<file path="src/rtl/axi_txn_limiter_pkg.sv">
// rtl/axi_txn_limiter_pkg.sv - shared types, constants and helpers for the AXI transaction limiter
package axi_txn_limiter_pkg;

    typedef enum logic [1:0] {
        RUN     = 2'd0,
        DRAIN   = 2'd1,
        DRAINED = 2'd2
    } limiter_state_e;

    localparam int unsigned StatsCntW = 32;

    // Default AXI channel payloads; integrators may override the top's type parameters
    typedef struct packed {
        logic [3:0]  id;
        logic [31:0] addr;
        logic [7:0]  len;
        logic [2:0]  size;
        logic [1:0]  burst;
    } lim_axi_ax_t;

    typedef struct packed {
        logic [31:0] data;
        logic [3:0]  strb;
        logic        last;
    } lim_axi_w_t;

    typedef struct packed {
        logic [3:0] id;
        logic [1:0] resp;
    } lim_axi_b_t;

    typedef struct packed {
        logic [3:0]  id;
        logic [31:0] data;
        logic [1:0]  resp;
        logic        last;
    } lim_axi_r_t;

    typedef struct packed {
        lim_axi_ax_t aw;
        logic        aw_valid;
        lim_axi_w_t  w;
        logic        w_valid;
        logic        b_ready;
        lim_axi_ax_t ar;
        logic        ar_valid;
        logic        r_ready;
    } lim_axi_req_t;

    typedef struct packed {
        logic       aw_ready;
        logic       w_ready;
        lim_axi_b_t b;
        logic       b_valid;
        logic       ar_ready;
        lim_axi_r_t r;
        logic       r_valid;
    } lim_axi_resp_t;

    // Saturating increment for the stall statistics counters
    function automatic logic [StatsCntW-1:0] sat_inc(input logic [StatsCntW-1:0] value);
        return (&value) ? value : value + 1'b1;
    endfunction

endpackage

</file>
<file path="src/rtl/axi_txn_limiter_counter.sv">
// rtl/axi_txn_limiter_counter.sv - bounded up/down outstanding-transaction counter (txn_counter)
module txn_counter #(
    parameter int unsigned Max  = 8,
    parameter int unsigned CntW = $clog2(Max + 1)
) (
    input  logic            clk_i,
    input  logic            rst_ni,
    input  logic            inc_i,
    input  logic            dec_i,
    output logic [CntW-1:0] count_o,
    output logic            full_o,
    output logic            zero_o,
    output logic            underflow_o
);

    localparam logic [CntW-1:0] MaxCnt = CntW'(Max);

    logic [CntW-1:0] cnt_q;
    logic [CntW-1:0] cnt_d;

    // Next count: simultaneous inc/dec cancel, a decrement at zero is flagged and ignored
    always_comb begin
        cnt_d       = cnt_q;
        underflow_o = 1'b0;
        if (inc_i && !dec_i) begin
            if (cnt_q != MaxCnt) begin
                cnt_d = cnt_q + 1'b1;
            end
        end else if (dec_i && !inc_i) begin
            if (cnt_q == '0) begin
                underflow_o = 1'b1;
            end else begin
                cnt_d = cnt_q - 1'b1;
            end
        end
    end

    // Count register
    always_ff @(posedge clk_i or negedge rst_ni) begin
        if (!rst_ni) begin
            cnt_q <= '0;
        end else begin
            cnt_q <= cnt_d;
        end
    end

    assign count_o = cnt_q;
    assign full_o  = (cnt_q == MaxCnt);
    // Zero as seen after this cycle's update lands, so drain can complete without an extra cycle
    assign zero_o  = (cnt_d == '0);

endmodule

</file>
<file path="src/rtl/axi_txn_limiter.sv">
// rtl/axi_txn_limiter.sv - AXI outstanding-transaction limiter and drain controller (optional AXI_TXN_LIMITER_STATS_EN)
module axi_txn_limiter
    import axi_txn_limiter_pkg::*;
#(
    parameter int unsigned MaxWrTxns  = 8,
    parameter int unsigned MaxRdTxns  = 8,
    parameter type         axi_req_t  = lim_axi_req_t,
    parameter type         axi_resp_t = lim_axi_resp_t,
    localparam int unsigned WrCntW    = $clog2(MaxWrTxns + 1),
    localparam int unsigned RdCntW    = $clog2(MaxRdTxns + 1)
) (
    input  logic                  clk_i,
    input  logic                  rst_ni,
    input  axi_req_t              slv_req_i,
    output axi_resp_t             slv_resp_o,
    output axi_req_t              mst_req_o,
    input  axi_resp_t             mst_resp_i,
    input  logic                  drain_i,
    output logic                  drained_o,
    output logic [WrCntW-1:0]     wr_cnt_o,
    output logic [RdCntW-1:0]     rd_cnt_o,
`ifdef AXI_TXN_LIMITER_STATS_EN
    output logic                  err_o,
    output logic [StatsCntW-1:0]  wr_stall_o,
    output logic [StatsCntW-1:0]  rd_stall_o
`else
    output logic                  err_o
`endif
);

    limiter_state_e state_q;
    logic           drained_q;
    logic           err_q;
    logic           aw_pend_q, aw_pend_d;
    logic           ar_pend_q, ar_pend_d;

    logic aw_en, ar_en;
    logic aw_vld, ar_vld;
    logic aw_hs, ar_hs;
    logic b_hs, r_last_hs;
    logic wr_full, rd_full;
    logic wr_zero, rd_zero;
    logic wr_uf, rd_uf;
    logic link_idle;

    // A presented valid keeps its channel open; otherwise only RUN with a free slot admits
    assign aw_en = aw_pend_q | ((state_q == RUN) & ~wr_full);
    assign ar_en = ar_pend_q | ((state_q == RUN) & ~rd_full);

    assign aw_vld    = slv_req_i.aw_valid & aw_en;
    assign ar_vld    = slv_req_i.ar_valid & ar_en;
    assign aw_hs     = aw_vld & mst_resp_i.aw_ready;
    assign ar_hs     = ar_vld & mst_resp_i.ar_ready;
    assign b_hs      = mst_resp_i.b_valid & slv_req_i.b_ready;
    assign r_last_hs = mst_resp_i.r_valid & slv_req_i.r_ready & mst_resp_i.r.last;

    // Downstream request: pass-through with AW/AR valid gated
    always_comb begin
        mst_req_o          = slv_req_i;
        mst_req_o.aw_valid = aw_vld;
        mst_req_o.ar_valid = ar_vld;
    end

    // Upstream response: pass-through with AW/AR ready gated
    always_comb begin
        slv_resp_o          = mst_resp_i;
        slv_resp_o.aw_ready = mst_resp_i.aw_ready & aw_en;
        slv_resp_o.ar_ready = mst_resp_i.ar_ready & ar_en;
    end

    txn_counter #(
        .Max  (MaxWrTxns),
        .CntW (WrCntW)
    ) i_wr_counter (
        .clk_i       (clk_i),
        .rst_ni      (rst_ni),
        .inc_i       (aw_hs),
        .dec_i       (b_hs),
        .count_o     (wr_cnt_o),
        .full_o      (wr_full),
        .zero_o      (wr_zero),
        .underflow_o (wr_uf)
    );

    txn_counter #(
        .Max  (MaxRdTxns),
        .CntW (RdCntW)
    ) i_rd_counter (
        .clk_i       (clk_i),
        .rst_ni      (rst_ni),
        .inc_i       (ar_hs),
        .dec_i       (r_last_hs),
        .count_o     (rd_cnt_o),
        .full_o      (rd_full),
        .zero_o      (rd_zero),
        .underflow_o (rd_uf)
    );

    // Pending flags: set when a gated valid is shown without ready, cleared on handshake
    always_comb begin
        aw_pend_d = aw_pend_q;
        ar_pend_d = ar_pend_q;
        if (aw_hs) begin
            aw_pend_d = 1'b0;
        end else if (aw_vld) begin
            aw_pend_d = 1'b1;
        end
        if (ar_hs) begin
            ar_pend_d = 1'b0;
        end else if (ar_vld) begin
            ar_pend_d = 1'b1;
        end
    end

    // Link is idle once this cycle's updates land: nothing outstanding and no valid on display
    assign link_idle = wr_zero & rd_zero & ~aw_pend_d & ~ar_pend_d;

    // Pending flags and sticky underflow error
    always_ff @(posedge clk_i or negedge rst_ni) begin
        if (!rst_ni) begin
            aw_pend_q <= 1'b0;
            ar_pend_q <= 1'b0;
            err_q     <= 1'b0;
        end else begin
            aw_pend_q <= aw_pend_d;
            ar_pend_q <= ar_pend_d;
            err_q     <= err_q | wr_uf | rd_uf;
        end
    end

    // Drain FSM with registered drained flag
    always_ff @(posedge clk_i or negedge rst_ni) begin
        if (!rst_ni) begin
            state_q   <= RUN;
            drained_q <= 1'b0;
        end else begin
            unique case (state_q)
                RUN: begin
                    if (drain_i) begin
                        state_q <= DRAIN;
                    end
                end
                DRAIN: begin
                    if (!drain_i) begin
                        state_q <= RUN;
                    end else if (link_idle) begin
                        state_q   <= DRAINED;
                        drained_q <= 1'b1;
                    end
                end
                DRAINED: begin
                    if (!drain_i) begin
                        state_q   <= RUN;
                        drained_q <= 1'b0;
                    end
                end
                default: begin
                    state_q   <= RUN;
                    drained_q <= 1'b0;
                end
            endcase
        end
    end

    assign drained_o = drained_q;
    assign err_o     = err_q;

`ifdef AXI_TXN_LIMITER_STATS_EN
    logic [StatsCntW-1:0] wr_stall_q;
    logic [StatsCntW-1:0] rd_stall_q;
    logic                 wr_stall;
    logic                 rd_stall;

    // Only limit-induced stalls count; cycles blocked by drain are excluded via the RUN qualifier
    assign wr_stall = slv_req_i.aw_valid & ~aw_pend_q & (state_q == RUN) & wr_full;
    assign rd_stall = slv_req_i.ar_valid & ~ar_pend_q & (state_q == RUN) & rd_full;

    // Saturating stall-cycle counters
    always_ff @(posedge clk_i or negedge rst_ni) begin
        if (!rst_ni) begin
            wr_stall_q <= '0;
            rd_stall_q <= '0;
        end else begin
            if (wr_stall) begin
                wr_stall_q <= sat_inc(wr_stall_q);
            end
            if (rd_stall) begin
                rd_stall_q <= sat_inc(rd_stall_q);
            end
        end
    end

    assign wr_stall_o = wr_stall_q;
    assign rd_stall_o = rd_stall_q;
`endif

endmodule

</file>
<file path="config.mk">
export PLATFORM = sky130hd
export DESIGN_NAME = axi_txn_limiter
export DESIGN_NICKNAME = d
export VERILOG_FILES = /design/src/rtl/axi_txn_limiter_pkg.sv /design/src/rtl/axi_txn_limiter_counter.sv /design/src/rtl/axi_txn_limiter.sv
export SDC_FILE = /design/constraint.sdc
export NUM_CORES = 1
export LEC_CHECK = 0
export BUFFER_PORTS_ARGS = -buffer_cell sky130_fd_sc_hd__buf_2
export CAP_MARGIN = 20
export CORE_AREA = 5 5 150 152
export CTS_CLUSTER_DIAMETER = 60
export DETAILED_ROUTE_END_ITERATION = 7
export DIE_AREA = 0 0 155 157
export SKIP_LAST_GASP = 1
export SYNTH_ARGS = -nofsm -noshare
export SYNTH_HDL_FRONTEND = slang
export SYNTH_SLANG_ARGS = --single-unit
</file>
<file path="constraint.sdc">
create_clock -name clk_i -period 2.6 [get_ports clk_i]
set_clock_uncertainty 0.15 [all_clocks]
set_input_delay 0.39 -clock clk_i [delete_from_list [all_inputs] [get_ports clk_i]]
set_output_delay 0.39 -clock clk_i [all_outputs]
set_load 0.05 [all_outputs]
</file>
# Word-level counts from Yosys, hierarchy flattened
# Cells that the tools add are included.
[totals] register_bits=14 inputBits=193
[op_classes] n_mux=27 reduce_logical=15 addsub=4 eq_ne=11 bitwise_logic=23
[op_table] cell="$mux 4" n=8
[op_table] cell="$logic_not 4->1" n=4
[op_table] cell="$and 1x1->1" n=14
[op_table] cell="$mux 1" n=13
[op_table] cell="$add 4x1->4 const B" n=2
[op_table] cell="$eq 4x4->1 const B" n=2
[op_table] cell="$mux 2" n=4
[op_table] cell="$ne 2x2->1 const B" n=4
[op_table] cell="$ne 4x4->1 const B" n=2
[op_table] cell="$sub 4x1->4 const B" n=2
[op_table] cell="$pmux 2 s3" n=1
[op_table] cell="$not 1->1" n=5
[op_table] cell="$logic_and 1x1->1" n=4
[op_table] cell="$logic_not 1->1" n=4
[op_table] cell="$or 1x1->1" n=4
[op_table] cell="$reduce_and 4->1" n=1
[op_table] cell="$ne 3x3->1 const B" n=1
[op_table] cell="$pmux 1 s3" n=1
[op_table] cell="$reduce_and 3->1" n=1
[op_table] cell="$eq 2x1->1 const B" n=1
[op_table] cell="$eq 2x2->1 const B" n=1
[op_table] cell="$logic_not 2->1" n=1

# Depth between registers and ports, before layout
# Gate-level depths: netlist of the first run.
[depth] depth_word=17 mapped_depth=9

# Modules after synthesis
# From an unflattened synthesis of the first run, not the netlist that was laid out.
[hier_totals] cells_unflattened=303 area_unflattened_um2=2499.9
[modules_own_cells] module="axi_txn_limiter" cells_each=221 area_each_um2=1764.2 n_inst=1 seq_area_each_um2=150.1
[modules_own_cells] module="txn_counter" cells_each=41 area_each_um2=367.9 n_inst=2 seq_area_each_um2=100.1

# Worst setup path before layout of the first run
# No wires, ideal clock.
[synth_timing] path_type="flip-flop to flip-flop" startpoint="register i_wr_counter.cnt_q[0], in the netlist i_wr_counter.count_o[0]" endpoint="register drained_q, in the netlist drained_o" arrival_ps=2578 stages_incl_launch_ff=10 setup_time_ps=64 setup_slack_ps=-192 required_ps=2386 cell_sequence="dfrtp_1 inv_1 ha_1 nand3b_2 a21oi_2 or3_1 o211a_1 or4b_4 nor4_2 a21o_1"
[synth_between] elab_chain_len=16 elab_cells_between_ends=26 cone_classes="2 x add/sub; 3 x eq/ne; 6 x mux; 9 x bitwise; 6 x reduce/logical"
[synth_lines] item="start, declared" line="axi_txn_limiter_counter.sv:18" rtl="logic [CntW-1:0] cnt_q;"
[synth_lines] item="start signal, assigned" line="axi_txn_limiter_counter.sv:43" rtl="cnt_q <= cnt_d;"
[synth_lines] item="$eq 4x4->1" line="axi_txn_limiter_counter.sv:48" rtl="assign full_o = (cnt_q == MaxCnt);"
[synth_lines] item="$not 1->1" line="axi_txn_limiter.sv:47" rtl="assign aw_en = aw_pend_q | ((state_q == RUN) & ~wr_full);"
[synth_lines] item="$and 1x1->1" line="axi_txn_limiter.sv:47"
[synth_lines] item="$or 1x1->1" line="axi_txn_limiter.sv:47"
[synth_lines] item="$and 1x1->1" line="axi_txn_limiter.sv:50" rtl="assign aw_vld = slv_req_i.aw_valid & aw_en;"
[synth_lines] item="$and 1x1->1" line="axi_txn_limiter.sv:52" rtl="assign aw_hs = aw_vld & mst_resp_i.aw_ready;"
[synth_lines] item="$logic_not 1->1" line="axi_txn_limiter_counter.sv:29" rtl="end else if (dec_i && !inc_i) begin"
[synth_lines] item="$logic_and 1x1->1" line="axi_txn_limiter_counter.sv:29"
[synth_lines] item="$mux 4" line="axi_txn_limiter_counter.sv:29"
[synth_lines] item="$mux 4 *" line="axi_txn_limiter_counter.sv:25" rtl="if (inc_i && !dec_i) begin"
[synth_lines] item="net i_wr_counter.cnt_d[0]" line="axi_txn_limiter_counter.sv:19" rtl="logic [CntW-1:0] cnt_d;"
[synth_lines] item="$logic_not 4->1 *" line="axi_txn_limiter_counter.sv:50" rtl="assign zero_o = (cnt_d == '0);"
[synth_lines] item="$and 1x1->1 * (3 in series)" line="axi_txn_limiter.sv:116" rtl="assign link_idle = wr_zero & rd_zero & ~aw_pend_d & ~ar_pend_d;"
[synth_lines] item="$ne 2x2->1 (no source line) *"
[synth_lines] item="$reduce_and 4->1 (no source line) *"
[synth_lines] item="end signal, assigned" line="axi_txn_limiter.sv:135" rtl="drained_q <= 1'b0;"
[synth_lines] item="end signal, assigned" line="axi_txn_limiter.sv:148" rtl="drained_q <= 1'b1;"
[synth_lines] item="end signal, assigned" line="axi_txn_limiter.sv:154" rtl="drained_q <= 1'b0;"
[synth_lines] item="end, declared" line="axi_txn_limiter.sv:32" rtl="logic drained_q;"
# Mark *: on every way through the listed nets, which the timed path passes. The rest lies on a longest branch.
# A chain may end at the register's enable or synchronous reset.

# Final worst setup path of the first run
# Ends and elaborated chain as after synthesis.

==> results.json, run 1 <==
{
  "fin_tns_setup_ns": 0,
  "antenna_found_initial": 1,
  "path_max_fanout": 6,
  "dr.pass1.iters": 4,
  "yosysTopAreaCellShare": 0.553,
  "gp_congestion": 0.751,
  "ios": 393,
  "hold_path_class": "in2reg",
  "max_cap_violations": 0,
  "numCtsBuffers": 3,
  "clock.fmax_mhz": 401,
  "n_fill_cell": 2413,
  "hpwl_um": 6960,
  "overflow": 0,
  "clkLatencyLatePin_ns": 0.24,
  "antenna_cells": 0,
  "slowest_delay_ns": 0.50,
  "wl_um": 8230,
  "worstSetupPathType": "reg2reg",
  "num_rows": 53,
  "ys_warn_count": 0,
  "synth_top_area_cell": "buf_4",
  "grt_first_pass_wirelength_um": 10500,
  "vias": 1435,
  "relSlewSlack": 0.768,
  "area.growth.synth_to_final_pct": -26.2,
  "core_um2": 20900,
  "critPathSlowestCell": "or4b_4",
  "cts_tree": "yes",
  "initial_utilization": 0.122,
  "fin_crit_sh": 0.960,
  "synth-async-reset-ratio": 1.00,
  "synth_most_common_cell": "buf_4",
  "fin_nets": 375,
  "post_drt_wl_per_cell_um": 18.2,
  "dieHeight_um": 157,
  "synth_cells": 316,
  "hold_viol": 0,
  "slew_viol_final": 0,
  "tightestPinTransition_ns": 0.343,
  "synth.distinct_cells": 55,
  "holdPathStages": 2,
  "cp_top_family": "simple AND/OR/NAND/NOR gates",
  "r2r_cells": 9,
  "design_area_um2": 1880,
  "yosysSeqAreaShare": 0.137,
  "outcome": "complete, no violations",
  "synth_ff_type": "dfrtp_1",
  "ctsRootBufferMaster": "clkbuf_16",
  "cts_buffer_depth": 2,
  "grt_max_degree": 15,
  "fin_cells": 452,
  "die_area_um2": 24300,
  "place_inst": 443,
  "ir_worst_vdd_mv": 0.190,
  "min_period_ns": 2.50,
  "syn-num-nets": 513,
  "setup_viol": 0,
  "grt_pass1_vias": 1455,
  "end_kind": "flop",
  "io_buffers": 30,
  "placed_area_um2": 1720,
  "start_kind": "flop",
  "synthTopCellsByArea": "buf_4, dfrtp_1, ha_1, inv_1, nand3_1",
  "grtUsageTotal": 0.0615,
  "synth_edf_count": 0,
  "syn_area_um2": 2550,
  "layout-drive-gt1-share": 0.395,
  "avgSynthCellArea_um2": 8.08,
  "drc": 0,
  "htreeDepth": 1,
  "crit_buf_inv": 1,
  "crit_chain": "inv_1, ha_4, nand3b_2, a21oi_4, o21ai_0, o211a_1, or4b_4, nor4_2, a21o_1",
  "p_per_area_nw_per_um2": 994,
  "cts.sinks": 14,
  "critPathRequiredTime_ns": 2.63,
  "arrival_ns": 2.53,
  "final_antenna_net_count": 0,
  "p_leak_nw": 0.743,
  "ys_seq_elements": 14,
  "drt_iter0_markers": 39,
  "cts.clk_slew.worst_paths_ns": 0.05,
  "synthTopCellsByCount": "buf_4, dfrtp_1, inv_1",
  "path_depth": 9,
  "fp.dieW_um": 155,
  "drt-vias-per-instance": 3.17
}
## registers in the layout, indices dropped and copies added (netlist names)
| register | count |
|---|---|
| drained_o | 1 |
| i_rd_counter.count_o | 4 |
| aw_pend_q | 1 |
| err_o | 1 |
| i_wr_counter.count_o | 4 |
| ar_pend_q | 1 |
| state_q | 2 |
## path summary, 6_finish.rpt
check | start | endpoint | slack, ns
setup / recovery | i_wr_counter.count_o[0] | drained_o | 0.10
hold / removal | mst_resp_i[40] | ar_pend_q | 0.21
setup reg to reg | i_wr_counter.count_o[0] | drained_o | 0.10
hold reg to reg | err_o | err_o | 0.33
max in group asynchronous | rst_ni | i_wr_counter.count_o[1] | 1.56
min in group asynchronous | rst_ni | i_rd_counter.count_o[3] | 0.47
## kinds of logic (layout without fill, tap and decap cells)
kind of cell    count (synthesis)  after routing  share of synthesized area
flops                          14             14                      0.137
fa+ha+maj                       4              4                     0.0196
buf+inv                       198             59                      0.567
compound gates                 39             39                      0.120
simple gates                   59             59                      0.148
mux                             2              2                    0.00784
## power by group
group	switching, mW	internal [mW]
sequential	0.0849	0.301
clock	0.0882	0.233
combinational	0.740	0.425
## cell usage in the layout (no fill, tap or decap), types with 3 or more instances in the layout
cell type  count
and2_1         4
buf_2         30
o21bai_1       3
o21a_1         3
dfrtp_1       10
a21oi_1        4
nand3_1        7
nand2b_1       3
buf_4         14
dfrtp_2        4
inv_1         10
nor2_1         5
and3_1         3
nor3_1         5
nand2_1        8
o211ai_1       3
clkbuf_16      3
o21ai_0        4
## layout make-up
class	instances	area [um^2]	share of cell area
Tap cell	275	344	0.183
Clock buffer	4	88.8	0.0471
Multi-Input combinational cell	104	793	0.421
Inverter	10	37.5	0.0199
Sequential cell	14	355	0.189
Timing Repair Buffer	45	265	0.141
## per-stage QoR
step	hold WS [ns]	worst slack (ns)	power (mW)	util
floorplan	-0.0556	0.0372	1.91	-
global placement	0.157	0.0555	1.50	0.0823
detailed placement	0.168	0.00177	1.51	0.0823
CTS	0.207	0.0414	1.86	0.0879
global route	0.234	-0.00971	2.01	0.0902
finish	0.208	0.105	1.87	0.0902
## timing repair
action                                  CTS  global route
hold buffers                              1             0
endpoints found under the hold margin    14             0
resized for setup                         2             3
endpoints found under the setup margin    2             3
setup buffers                             0             4
pin swaps                                 0             2
## metal layers
metal  vias up  routed length (um)  global-route usage
met4         2                1040              0.0816
li1        588                   -                   -
met1       601                1760              0.0374
met3       104                1890              0.0599
met2       140                3510              0.0893
met5         -                  20                   0
Note: power is estimated with default switching activity, not from simulation.
==> run 2: changes to the inputs <==
Clock period 2.6 ns to 2.5 ns, I/O delays scaled along.
==> results.json, run 2 (synthesized netlist as in run 1, its figures left out) <==
{
  "max_cap_violations": 0,
  "overflow": 0,
  "fin_cells": 450,
  "drt-vias-per-instance": 3.27,
  "place_inst": 443,
  "dr.pass1.iters": 4,
  "ios": 393,
  "gp_congestion": 0.778,
  "final_common_cell": "buf_2",
  "antenna_cells": 0,
  "wl_um": 8470,
  "grt_pass1_vias": 1517,
  "end_kind": "flop",
  "final_cell_mix": "buf_2, buf_4, dfrtp_1, nand2_1, nand3_1",
  "start_kind": "flop",
  "clock.fmax_mhz": 421,
  "vias": 1472,
  "setup_viol": 0,
  "io_buffers": 30,
  "clkLatencyLatePin_ns": 0.25,
  "post_drt_wl_per_cell_um": 18.8,
  "path_max_fanout": 6,
  "hold_viol": 0,
  "rrSetupSlack_ns": 0.12,
  "arrival_ns": 2.42,
  "final_antenna_net_count": 0,
  "dieHeight_um": 157,
  "ir_worst_vdd_mv": 0.242,
  "fin_nets": 373,
  "hpwl_um": 7270,
  "layout-drive-gt1-share": 0.417,
  "n_fill_cell": 2422,
  "antenna_found_initial": 2,
  "initial_utilization": 0.122,
  "outcome": "complete, no violations",
  "critPathRequiredTime_ns": 2.54,
  "cts.clk_slew.worst_paths_ns": 0.05,
  "drt_iter0_markers": 17,
  "min_period_ns": 2.38,
  "worstSetupPathType": "reg2reg",
  "hold_path_class": "in2reg",
  "core_um2": 20900,
  "power_mw": 1.94,
  "grtUsageTotal": 0.0645,
  "p_leak_nw": 0.723,
  "numCtsBuffers": 3,
  "cts_tree": "yes",
  "die_area_um2": 24300,
  "placed_area_um2": 1760,
  "p_per_area_nw_per_um2": 1030,
  "grt_first_pass_wirelength_um": 10900,
  "drc": 0,
  "slew_viol_final": 0,
  "num_rows": 53,
  "cts.sinks": 14,
  "htreeDepth": 1,
  "cts_buffer_depth": 2,
  "fin_crit_sh": 0.951,
  "fp.dieW_um": 155,
  "ctsRootBufferMaster": "clkbuf_16",
  "area.growth.synth_to_final_pct": -26.2,
  "grt_max_degree": 15,
  "tightestPinTransition_ns": 0.389,
  "design_area_um2": 1890,
  "relSlewSlack": 0.737
}
-- run 2: power breakdown --
part	total, mW	switching (mW)	internal, mW	leakage, nW
registers	0.409	0.0945	0.315	0.162
clock network	0.313	0.0972	0.216	0.0382
logic	1.22	0.773	0.445	0.523
total	1.94	0.965	0.976	0.723
-- run 2: per-layer routing --
layer / GRT usage / share of wire / vias to the layer above
li1: - / - / 585
met1: 0.0379 / 0.21 / 608
met2: 0.100 / 0.46 / 172
met3: 0.0632 / 0.22 / 103
met4: 0.0749 / 0.11 / 4
met5: 0 / 0.0032 / -
-- run 2: worst paths after layout --
| check | to | start | cells past startpoint |
|---|---|---|---|
| worst max-delay path | drained_o | state_q[0] | 7 |
| worst min-delay path | ar_pend_q | mst_resp_i[40] | 2 |
| worst max register to register | drained_o | state_q[0] | 7 |
| worst min register to register | err_o | err_o | 1 |
| max in group asynchronous | i_wr_counter.count_o[0] | rst_ni | 2 |
| min in group asynchronous | i_rd_counter.count_o[0] | rst_ni | 2 |
-- run 2: final cells by class --
| cell class | count | area (um^2) | share of cell area |
|---|---|---|---|
| Timing Repair Buffer | 43 | 250 | 0.133 |
| Inverter | 10 | 37.5 | 0.0199 |
| Multi-Input combinational cell | 104 | 818 | 0.434 |
| Tap cell | 275 | 344 | 0.182 |
| Clock buffer | 4 | 78.8 | 0.0418 |
| Sequential cell | 14 | 357 | 0.189 |
-- run 2: worst max-delay path, stage by stage (launching register included) --
cell,delay (ns)
dfrtp_1,0.45
nor2_4,0.28
a21oi_4,0.11
or3_1,0.36
o211a_1,0.16
or4b_4,0.51
nor4_4,0.16
a21o_1,0.14
-- run 2: per-stage QoR --
step | utilization | hold slack [ns] | setup TNS [ns] | setup WS (ns)
CTS | 0.0885 | 0.189 | 0 | 0.0219
detailed placement | 0.0842 | 0.148 | 0 | 0.0356
finish | 0.0903 | 0.187 | 0 | 0.123
global route | 0.0903 | 0.209 | -0.00298 | -0.00298
floorplan | - | -0.0706 | 0 | 0.00305
global placement | 0.0842 | 0.146 | 0 | 0.0745
-- run 2: repair_timing --
item                                    4_1_cts  5_1_grt
endpoints found under the setup margin        0        3
endpoints found under the hold margin        14        0
resized for setup                             0        4
hold buffers                                  1        0
setup buffers                                 0        2
==> run 3: changes to the inputs <==
Settings changed: HOLD_SLACK_MARGIN set to 0.03, PLACE_DENSITY set to 0.5, SLEW_MARGIN set to 0.
==> results.json, run 3 (synthesized netlist as in run 1, its figures left out) <==
{
  "cts_tree": "yes",
  "grt_max_degree": 15,
  "hold_path_class": "in2reg",
  "dr.pass1.iters": 4,
  "power_mw": 1.95,
  "antenna_found_initial": 2,
  "met1_usage": 0.0364,
  "end_kind": "flop",
  "r2r_cells": 9,
  "final_common_cell": "buf_2",
  "cts_buffer_depth": 2,
  "path_max_fanout": 5,
  "gp_congestion": 0.765,
  "cts.sinks": 14,
  "rrSetupSlack_ns": 0.13,
  "hpwl_um": 6310,
  "regToRegStartpoint": "i_wr_counter.count_o[1]",
  "grt_pass1_vias": 1422,
  "fin_hold_ws_ns": 0.195,
  "grt_first_pass_wirelength_um": 9780,
  "htreeDepth": 1,
  "fin_crit_sh": 0.950,
  "min_period_ns": 2.37,
  "placed_area_um2": 1770,
  "place_inst": 445,
  "fin_nets": 374,
  "endpoint": "drained_o",
  "layout-drive-gt1-share": 0.420,
  "met2_usage": 0.0837,
  "core_um2": 20900,
  "overflow": 0,
  "relSlewSlack": 0.755,
  "cts.clk_slew.worst_paths_ns": 0.05,
  "p_per_area_nw_per_um2": 1030,
  "setup_viol": 0,
  "p_leak_nw": 0.735,
  "design_area_um2": 1900,
  "final_antenna_net_count": 0,
  "fin_cells": 451,
  "antenna_cells": 0,
  "die_area_um2": 24300,
  "r2r-end": "drained_o",
  "gr-usage-met3": 0.0536,
  "ctsRootBufferMaster": "clkbuf_16",
  "critPathRequiredTime_ns": 2.53,
  "num_rows": 53,
  "vias": 1421,
  "slew_viol_final": 0,
  "grtUsageTotal": 0.0556,
  "hold_viol": 0,
  "post_drt_wl_per_cell_um": 16.6,
  "arrival_ns": 2.41,
  "numCtsBuffers": 3,
  "outcome": "complete, no violations",
  "io_buffers": 30,
  "start_kind": "flop",
  "drc": 0,
  "final_cell_mix": "buf_2, buf_4, dfrtp_1, nand2_1, nand3_1",
  "wl_um": 7480,
  "fin_tns_setup_ns": 0,
  "dieHeight_um": 157,
  "clock.fmax_mhz": 421,
  "max_cap_violations": 0,
  "startpoint": "i_wr_counter.count_o[1]",
  "tightestPinTransition_ns": 0.364,
  "grt_setup_unrepaired": "true",
  "ios": 393,
  "drt_iter0_markers": 27,
  "drt-vias-per-instance": 3.15,
  "worstSetupPathType": "reg2reg",
  "ir_worst_vdd_mv": 0.265,
  "fp.dieW_um": 155,
  "grt_busiest_layer": "met2",
  "initial_utilization": 0.122,
  "clkLatencyLatePin_ns": 0.24,
  "area.growth.synth_to_final_pct": -25.7
}
[run 3: changes by cell type in the layout (fill, tap and decap cells not counted)]
cell	before	now
buf_4	12	13
clkbuf_8	0	1
a31oi_2	1	0
a31oi_1	1	2
clkbuf_1	1	0
[run 3: worst min-delay path by stage]
stage | slack [ns] | cells past startpoint | to | from
floorplan | -0.07 | 0 | ar_pend_q | rst_ni
global placement | 0.16 | 1 | i_rd_counter.count_o[1] | rst_ni
detailed placement | 0.17 | 1 | i_rd_counter.count_o[0] | rst_ni
CTS | 0.20 | 2 | ar_pend_q | mst_resp_i[40]
global route | 0.22 | 2 | ar_pend_q | mst_resp_i[40]
finish | 0.19 | 2 | ar_pend_q | mst_resp_i[40]
[run 3: worst max-delay path, stage by stage, from the launching register on]
cell and delay, ns:
dfrtp_2 0.39, inv_2 0.06, ha_4 0.18, nand3b_2 0.12, nand3_1 0.13, or3_1 0.33, o211a_1 0.16, or4b_4 0.51
nor4_4 0.16, a21o_1 0.14
[run 3: what timing repair did]
action                     4_1_cts  5_1_grt
gates resized for setup          0        3
hold endpoints to repair        14        0
setup buffers                    0        1
hold buffers                     1        0
setup endpoints to repair        0        3
[run 3: stage by stage]
stage,worst slack (ns),utilization
after detailed placement,0.0395,0.0849
after floorplan,0.00305,-
after global routing,-0.000381,0.0908
final,0.126,0.0908
after CTS,0.0257,0.0897
after global placement,0.0499,0.0849
[run 3: cell type report]
cell class                      instances  area [um^2]
Multi-Input combinational cell        104          812
Clock buffer                            4         88.8
Timing Repair Buffer                   44          258
Tap cell                              275          344
Sequential cell                        14          357
Fill cell                            2428        19000
Inverter                               10         37.5
[run 3: metal layers]
metal / vias up / wire [um]
li1: 586 / -
met1: 583 / 1750
met2: 148 / 3260
met3: 100 / 1560
met4: 4 / 882
met5: - / 27
[run 3: report_power, final]
group	switching, mW	internal (mW)
registers	0.0970	0.315
clock network	0.0968	0.243
logic	0.760	0.435
total	0.954	0.992
